--- src/rtl/dco_freq_meter_if.sv ---
`default_nettype none
// ============================================================================
// Module : dco_freq_meter_if
// Brief  : Control/result bundle between a DCO frequency meter and its host
// Rev    : 1.0  initial release
// ============================================================================
interface dco_freq_meter_if #(
  parameter int CNT_W = 8
);
  logic             start;
  logic             continuous;
  logic             busy;
  logic [CNT_W-1:0] count_out;
  logic             count_valid;
  logic             overflow;

  modport master (
    output start,
    output continuous,
    input  busy,
    input  count_out,
    input  count_valid,
    input  overflow
  );

  modport slave (
    input  start,
    input  continuous,
    output busy,
    output count_out,
    output count_valid,
    output overflow
  );
endinterface
`default_nettype wire

--- src/rtl/dco_freq_meter.sv ---
`default_nettype none
// ============================================================================
// Module : dco_freq_meter
// Brief  : Counts synchronized DCO rising edges over a fixed clk gate window
// Rev    : 1.0  initial release
// ============================================================================
module dco_freq_meter #(
  parameter int GATE_CYCLES = 256,
  parameter int CNT_W       = 8,
  parameter int SYNC_STAGES = 2
) (
  input  logic            clk,
  input  logic            rst_n,
  input  logic            ena,
  input  logic            osc_in,
  dco_freq_meter_if.slave mif
);

  localparam int               GATE_W    = (GATE_CYCLES > 2) ? $clog2(GATE_CYCLES) : 1;
  localparam logic [GATE_W-1:0] GATE_LAST = GATE_W'(GATE_CYCLES - 1);
  localparam logic [GATE_W-1:0] GATE_ONE  = GATE_W'(1);
  localparam logic [CNT_W-1:0]  CNT_MAX   = '1;
  localparam logic [CNT_W-1:0]  CNT_ONE   = CNT_W'(1);

  typedef enum logic [1:0] {
    IDLE    = 2'd0,
    ARM     = 2'd1,
    MEASURE = 2'd2,
    DONE    = 2'd3
  } state_t;

  state_t state;
  state_t state_next;

  logic [SYNC_STAGES-1:0] sync_q;
  logic                   osc_s;
  logic                   osc_prev;
  logic                   rise;

  logic [GATE_W-1:0] gate_cnt;
  logic [CNT_W-1:0]  edge_cnt;
  logic [CNT_W-1:0]  edge_next;
  logic              sat;
  logic              sat_next;
  logic              gate_last;
  logic              measuring;
  logic              publish;

  logic [CNT_W-1:0]  count_q;
  logic              valid_q;
  logic              ovf_q;

  // Synchronizer and edge detector run in every state so ARM sees a settled osc_prev.
  always_ff @(posedge clk or negedge rst_n) begin
    if (!rst_n) begin
      sync_q   <= '0;
      osc_prev <= 1'b0;
    end else begin
      sync_q   <= {sync_q[SYNC_STAGES-2:0], osc_in};
      osc_prev <= osc_s;
    end
  end

  assign osc_s     = sync_q[SYNC_STAGES-1];
  assign rise      = osc_s & ~osc_prev;
  assign measuring = (state == MEASURE);
  assign gate_last = (gate_cnt == GATE_LAST);

  always_ff @(posedge clk or negedge rst_n) begin
    if (!rst_n) begin
      state <= IDLE;
    end else begin
      state <= state_next;
    end
  end

  always_comb begin
    state_next = state;
    case (state)
      IDLE:    if (mif.start) state_next = ARM;
      ARM:     state_next = MEASURE;
      MEASURE: if (gate_last) state_next = DONE;
      DONE:    state_next = mif.continuous ? ARM : IDLE;
      default: state_next = IDLE;
    endcase
    if (!ena) begin
      state_next = IDLE;
    end
  end

  // The final MEASURE cycle's edge must be included, so the published value is
  // taken from the next-count path rather than the registered counter.
  always_comb begin
    edge_next = edge_cnt;
    sat_next  = sat;
    if (measuring && rise) begin
      if (edge_cnt == CNT_MAX) begin
        sat_next = 1'b1;
      end else begin
        edge_next = edge_cnt + CNT_ONE;
      end
    end
  end

  assign publish = measuring && gate_last && ena;

  always_ff @(posedge clk or negedge rst_n) begin
    if (!rst_n) begin
      gate_cnt <= '0;
      edge_cnt <= '0;
      sat      <= 1'b0;
    end else if (!ena || !measuring) begin
      gate_cnt <= '0;
      edge_cnt <= '0;
      sat      <= 1'b0;
    end else begin
      gate_cnt <= gate_cnt + GATE_ONE;
      edge_cnt <= edge_next;
      sat      <= sat_next;
    end
  end

  always_ff @(posedge clk or negedge rst_n) begin
    if (!rst_n) begin
      count_q <= '0;
      ovf_q   <= 1'b0;
      valid_q <= 1'b0;
    end else begin
      valid_q <= publish;
      if (publish) begin
        count_q <= edge_next;
        ovf_q   <= sat_next;
      end
    end
  end

  assign mif.busy        = (state != IDLE);
  assign mif.count_out   = count_q;
  assign mif.count_valid = valid_q;
  assign mif.overflow    = ovf_q;

endmodule
`default_nettype wire

--- src/flat_wrapper.sv ---
// flat-port wrapper written by rule: the top's interface ports become plain ports
module dco_freq_meter_flat 
#(
  parameter int GATE_CYCLES = 256,
  parameter int CNT_W       = 8,
  parameter int SYNC_STAGES = 2
)
  (clk, rst_n, ena, osc_in, mif_start, mif_continuous, mif_busy, mif_count_out, mif_count_valid, mif_overflow);
  dco_freq_meter_if #(.CNT_W(CNT_W)) mif_i ();
  input  logic clk;
  input  logic rst_n;
  input  logic ena;
  input  logic osc_in;
  input wire logic [$bits(mif_i.start)-1:0] mif_start;
  input wire logic [$bits(mif_i.continuous)-1:0] mif_continuous;
  output wire logic [$bits(mif_i.busy)-1:0] mif_busy;
  output wire logic [$bits(mif_i.count_out)-1:0] mif_count_out;
  output wire logic [$bits(mif_i.count_valid)-1:0] mif_count_valid;
  output wire logic [$bits(mif_i.overflow)-1:0] mif_overflow;
  assign mif_i.start = mif_start;
  assign mif_i.continuous = mif_continuous;
  assign mif_busy = mif_i.busy;
  assign mif_count_out = mif_i.count_out;
  assign mif_count_valid = mif_i.count_valid;
  assign mif_overflow = mif_i.overflow;
  dco_freq_meter #(.GATE_CYCLES(GATE_CYCLES), .CNT_W(CNT_W), .SYNC_STAGES(SYNC_STAGES)) u_core (.clk(clk), .rst_n(rst_n), .ena(ena), .osc_in(osc_in), .mif(mif_i));
endmodule
--- config.mk ---
export PLATFORM = sky130hd
export DESIGN_NAME = dco_freq_meter_flat
export DESIGN_NICKNAME = d
export VERILOG_FILES = /design/src/rtl/dco_freq_meter_if.sv /design/src/rtl/dco_freq_meter.sv /design/src/flat_wrapper.sv
export SDC_FILE = /design/constraint.sdc
export NUM_CORES = 1
export LEC_CHECK = 0
export BUFFER_PORTS_ARGS = -buffer_cell sky130_fd_sc_hd__buf_4
export CAP_MARGIN = 20
export CELL_PAD_IN_SITES_DETAIL_PLACEMENT = 1
export CELL_PAD_IN_SITES_GLOBAL_PLACEMENT = 2
export CORE_UTILIZATION = 33
export DETAILED_ROUTE_END_ITERATION = 8
export PLACE_DENSITY = 0.8
export SLEW_MARGIN = 10
export SYNTH_ARGS = -nofsm -noshare
export SYNTH_HDL_FRONTEND = slang
export SYNTH_SLANG_ARGS = --single-unit
--- constraint.sdc ---
create_clock -name clk -period 1.5 [get_ports clk]
set_input_delay 0.45 -clock clk [delete_from_list [all_inputs] [get_ports clk]]
set_output_delay 0.45 -clock clk [all_outputs]
set_load 0.01 [all_outputs]
==> results of run 1 <==
-- sequential cells by signal, summed over array words and instances, names as in the netlist --
signal                  flops
u_core.osc_prev             1
u_core.gate_cnt             8
u_core.sync_q               2
u_core.mif.count_valid      1
u_core.edge_cnt             8
u_core.mif.overflow         1
u_core.sat                  1
u_core.state                2
u_core.mif.count_out        8
-- metrics by stage --
stage                     instance area [um^2]  TNS, ns  util, %  hold slack, ns  power [mW]
final                                     2238  -0.6154    51.41         0.09842       2.472
after global routing                      2238   -1.408    51.41          0.1230       2.583
after CTS                                 2097  -0.2256    48.16          0.1149       2.387
after detailed placement                  1810   -1.509    41.58          0.3499       1.330
after global placement                    1810  -0.4707    41.58          0.3387       1.297
after floorplan                           1535        0        -          0.1544       1.150
-- final timing paths --
path / from / end / slack (ns) / cells after the start
max reg2reg: u_core.state[0] / u_core.mif.count_out[3] / -0.09 / 7
min: rst_n / u_core.mif.count_out[6] / 0.1 / 1
min reg2reg: u_core.sync_q[0] / u_core.sync_q[1] / 0.36 / 0
min in group clk: osc_in / u_core.sync_q[0] / 0.27 / 1
max in group asynchronous: rst_n / u_core.state[0] / 1.09 / 1
max: u_core.state[1] / mif_busy / -0.09 / 5
-- critical path: cells and delay by family (launching register included) --
family	cells	cell delay [ns]
buffers and inverters	4	0.33
DFF	1	0.42
adders and majority gates	1	0.11
-- repair_timing --
action,CTS,global route
setup buffers,7,9
setup endpoints to repair,17,18
pin swaps,6,9
hold buffers,0,0
resized for setup,26,22
cloned,1,1
-- layer usage --
layer | wire length (um) | up-vias | part of all wire [%] | global-route usage (%)
met5 | 0 | - | 0 | 0
met4 | 82 | 0 | 1.9 | 6.803
met3 | 173 | 8 | 4.0 | 5.378
met2 | 2225 | 28 | 51 | 31.18
met1 | 1856 | 627 | 43 | 22.64
li1 | - | 584 | - | -
-- logic make-up after synthesis --
kind of cell,after synthesis,synth area share (%)
muxes,9,6.260
DFF,32,53.42
adders and majority gates,6,5.008
AOI/OAI and AO/OA,22,9.600
and+or+nand+nor,52,18.95
buffers and inverters,13,3.839
xor gates and xnor gates,5,2.921
-- power by group --
part / internal, mW / total (mW) / switching (mW) / leakage, nW
clock network: 0.586 / 0.923 / 0.337 / 0.0645
logic: 0.342 / 0.636 / 0.294 / 0.555
registers: 0.891 / 0.913 / 0.0220 / 0.423
-- layout make-up --
cell class | count | area [um^2]
clock buffers | 7 | 96.34
clock inverters | 1 | 30.03
fillers | 468 | 2116
inverters | 7 | 28.78
multi-input cells | 95 | 808.3
flip-flops and latches | 32 | 800.8
well taps | 52 | 65.06
repair buffers | 49 | 409.1
-- cells in the mapped netlist, drive strengths merged, types with 2 or more instances --
cell,number,area (um^2)
dfrtp,32,800.8
buf,4,22.52
a211oi,2,20.02
mux2i,6,60.06
o21ai,4,20.02
ha,6,75.07
xor2,4,35.03
inv,7,26.28
nand4,5,46.29
or3,2,13.77
mux2,3,33.78
and3,4,26.28
nor2b,4,25.02
a21oi,8,40.04
nor3,2,21.27
nand2,7,26.28
nor2,17,63.81
nand3,8,40.04
clkbuf,2,8.750
a41oi,4,35.03
==> impl_metrics.json, run 1 <==
{
  "drive_gt1_share_pct": 51.31,
  "gp_congestion": 0.7967,
  "crit_path_end_kind": "output pin",
  "crit_fanout": 2,
  "area_growth_pct": 49.33,
  "drv_slew": 0,
  "finClkSkew_ns": 0.006040,
  "clk_pin_slew_worst_paths_ns": 0.07,
  "place_ws_ns": -0.2146,
  "grt_max_degree": 33,
  "hold_violations": 0,
  "grt.overflow.total": 0,
  "grt_pass1_wl_um": 6803,
  "rows": 24,
  "setup_violations": 12,
  "synthCells": 139,
  "stdcell_count": 243,
  "syn_avg_cell_area_um2": 10.78,
  "yosys_warnings": 0,
  "avgViaCountPerCell": 5.132,
  "routedWlPerCell_um": 17.85,
  "drv_cap": 0,
  "syn_area_um2": 1499,
  "num_antenna_cells": 0,
  "tritoncts": "done",
  "initial_core_util_pct": 34.43,
  "fin_crit_ns": 1.594,
  "cts_made_buffers": 5,
  "antenna_found_initial": 0,
  "yosysSeqAreaShare_pct": 53.42,
  "synth-edff-count": 0,
  "dieArea_um2": 4816,
  "die_h_um": 69.40,
  "cp.arrival_ns": 1.14,
  "ir_worst_vdd_mv": 0.7085,
  "ant_nets": 0,
  "fmax_ghz": 0.6275,
  "clockBufferDepth": 2,
  "clk-insertion-delay-late_ns": 0.29,
  "clock-sinks": 32,
  "p_leak_nw": 1.042,
  "ys_seq_elements": 32,
  "hpwl_um": 2635,
  "tightest_slew_ns": 0.4268,
  "dr.first_iter.drc_count": 34,
  "failed_checks": "setup timing",
  "htreeDepth": 2,
  "grtUsageTotal_pct": 18.59,
  "layout_commonest_cell": "buf_4",
  "nets": 202,
  "synth_fp_nets": 151,
  "cpPeakStageDelay_ns": 0.42,
  "drc": 0,
  "crit_chain": "buf_6 -> inv_4 -> ha_4 -> inv_2 -> buf_6",
  "status": "finished, violations left",
  "core_um2": 4354,
  "via_count": 1247,
  "wl_um": 4337,
  "dr.pass1.iters": 4,
  "grt_pass1_vias": 1320,
  "hp-class": "in2async",
  "die_w_um": 69.40,
  "io_buffer_count": 16,
  "cp.required_ns": 1.05,
  "cts-root-buf": "clkbuf_8",
  "crit_path_start_kind": "flip-flop",
  "finalWorstSetupSlack_ns": -0.09374,
  "final_cell_mix": "buf_4, dfrtp_1, nor2_1",
  "rsz0062_at_grt": "true",
  "slew_headroom_pct": 71.55,
  "place_inst": 218,
  "ys.flop_type": "dfrtp_1",
  "slowest_stage": "dfrtp_1",
  "ys_async_sr_fraction_pct": 100.0,
  "worst_path_most_repeated_cell": "buf_6",
  "crit_type": "reg2out",
  "finalCritPeriodShare_pct": 106.2,
  "synth_cell_types": 35,
  "power_density_nw_per_um2": 1104,
  "ios": 17
}
Note: power is estimated with default switching activity, not from simulation.
==> inputs of run 2 (changes only) <==
--- a/config.mk
+++ b/config.mk
@@ -5,8 +5,7 @@
 export SDC_FILE = /design/constraint.sdc
 export NUM_CORES = 1
 export LEC_CHECK = 0
-export BUFFER_PORTS_ARGS = -buffer_cell sky130_fd_sc_hd__buf_4
-export CAP_MARGIN = 20
+export BUFFER_PORTS_ARGS = -buffer_cell sky130_fd_sc_hd__buf_2
 export CELL_PAD_IN_SITES_DETAIL_PLACEMENT = 1
 export CELL_PAD_IN_SITES_GLOBAL_PLACEMENT = 2
 export CORE_UTILIZATION = 33
==> constraint.sdc (replaced) <==
create_clock -name clk -period 1.5 [get_ports clk]
set_input_delay 0.15 -clock clk [delete_from_list [all_inputs] [get_ports clk]]
set_output_delay 0.15 -clock clk [all_outputs]
set_load 0.01 [all_outputs]
==> impl_metrics.json, run 2 (synthesis gave the netlist of run 1 again) <==
{
  "rows": 24,
  "num_antenna_cells": 0,
  "finalCritPeriodShare_pct": 105.0,
  "die_w_um": 69.40,
  "fmax_ghz": 0.6349,
  "htreeDepth": 2,
  "grt.overflow.total": 0,
  "slowest_stage": "dfrtp_1",
  "dieArea_um2": 4816,
  "tightest_slew_ns": 0.7042,
  "multi_input_area_um2": 739.5,
  "dr.pass1.iters": 4,
  "cp.required_ns": 1.67,
  "crit_path_end_kind": "flip-flop",
  "avgViaCountPerCell": 4.953,
  "power_mw": 2.219,
  "ant_nets": 0,
  "die_h_um": 69.40,
  "final_cell_mix": "dfrtp_1, buf_4, nor2_1, buf_2",
  "crit_chain": "inv_2 -> ha_4 -> and3b_2 -> nor2b_4 -> a31oi_1 -> mux2_4",
  "clk-insertion-delay-late_ns": 0.28,
  "area_growth_pct": 34.72,
  "cpPeakStageDelay_ns": 0.40,
  "place_inst": 221,
  "gp_congestion": 0.9244,
  "drv_slew": 0,
  "nets": 191,
  "ir_worst_vdd_mv": 0.5325,
  "crit_buf_inv": 1,
  "status": "finished, violations left",
  "core_um2": 4354,
  "drv_cap": 0,
  "grt_max_degree": 33,
  "clock-sinks": 32,
  "cp.arrival_ns": 1.74,
  "layout_commonest_cell": "dfrtp_1",
  "finClkSkew_ns": 0.007047,
  "critPathTopFamily": "simple AND/OR/NAND/NOR gates",
  "fin_crit_ns": 1.575,
  "crit_type": "reg2reg",
  "routedWlPerCell_um": 14.50,
  "via_count": 1149,
  "tritoncts": "done",
  "grtUsageTotal_pct": 14.94,
  "grt_pass1_wl_um": 5561,
  "dr.first_iter.drc_count": 34,
  "antenna_found_initial": 0,
  "initial_core_util_pct": 34.43,
  "drive_gt1_share_pct": 37.78,
  "hold_violations": 0,
  "ios": 17,
  "crit_path_start_kind": "flip-flop",
  "finalWorstSetupSlack_ns": -0.07511,
  "p_leak_nw": 0.9687,
  "seqCellArea_um2": 800.8,
  "rsz0062_at_grt": "true",
  "fillers": 474,
  "setup_violations": 5,
  "hp-class": "in2reg",
  "slew_headroom_pct": 53.05,
  "grt_pass1_vias": 1195,
  "power_density_nw_per_um2": 1099,
  "hpwl_um": 2372,
  "cts-root-buf": "clkbuf_8",
  "io_buffer_count": 16,
  "failed_checks": "setup timing",
  "cts_made_buffers": 5,
  "clockBufferDepth": 2,
  "clk_pin_slew_worst_paths_ns": 0.07,
  "drc": 0,
  "wl_um": 3364,
  "crit_fanout": 7,
  "stdcell_count": 232
}
## run 2: worst register-to-register path, cell delays in order (launching register included)
cell and delay (ns):
dfrtp_1 0.40, inv_2 0.08, ha_4 0.14, and3b_2 0.27, nor2b_4 0.20, a31oi_1 0.11
mux2_4 0.26
## run 2: power by group
| group | leakage [nW] | switching [mW] | internal, mW | total (mW) |
|---|---|---|---|---|
| registers | 0.423 | 0.0234 | 0.891 | 0.915 |
| logic | 0.482 | 0.220 | 0.181 | 0.401 |
| clock network | 0.0645 | 0.317 | 0.586 | 0.903 |
| total | 0.969 | 0.561 | 1.66 | 2.22 |
## run 2: cell type report
type | count | share of cell area, %
Clock buffer | 7 | 4.771
Clock inverter | 1 | 1.487
Inverter | 7 | 1.301
Multi-Input combinational cell | 94 | 36.62
Sequential cell | 32 | 39.65
Tap cell | 52 | 3.222
Timing Repair Buffer | 39 | 12.95
## run 2: path summary, 6_finish.rpt
kind	slack, ns	cells past startpoint	from	endpoint
worst min register to register	0.35	0	u_core.sync_q[0]	u_core.sync_q[1]
min in group asynchronous	0.45	2	rst_n	u_core.mif.count_out[5]
worst max register to register	-0.08	6	u_core.state[0]	u_core.mif.count_out[4]
worst max-delay path	-0.08	6	u_core.state[0]	u_core.mif.count_out[4]
max in group asynchronous	0.60	2	rst_n	u_core.gate_cnt[5]
worst min-delay path	0.15	3	ena	u_core.state[0]
## run 2: repair_timing
| item | in CTS | in global routing |
|---|---|---|
| endpoints found under the hold margin | 33 | 0 |
| setup buffers | 0 | 1 |
| gates resized for setup | 9 | 7 |
| cloned | 0 | 0 |
| hold buffers | 2 | 0 |
| pin swaps | 4 | 6 |
| endpoints found under the setup margin | 17 | 19 |
## run 2: through the flow
step	util, %	setup WS, ns	hold WS (ns)	instance area, um^2	setup TNS [ns]
after floorplan	-	0.002771	-0.1456	1535	0
after global placement	41.18	-0.06984	0.2288	1793	-0.3506
after detailed placement	41.18	-0.1259	0.2448	1793	-1.040
after CTS	45.37	-0.07789	0.1403	1976	-0.4364
after global routing	46.38	-0.1447	0.1530	2019	-1.386
final	46.38	-0.07511	0.1525	2019	-0.2550
## run 2: per-layer routing
layer | global-route usage [%] | wire length [um] | vias up
li1 | - | - | 557
met1 | 18.66 | 1579 | 571
met2 | 24.16 | 1650 | 17
met3 | 3.924 | 80 | 4
met4 | 6.803 | 53 | 0
met5 | 0 | 0 | -
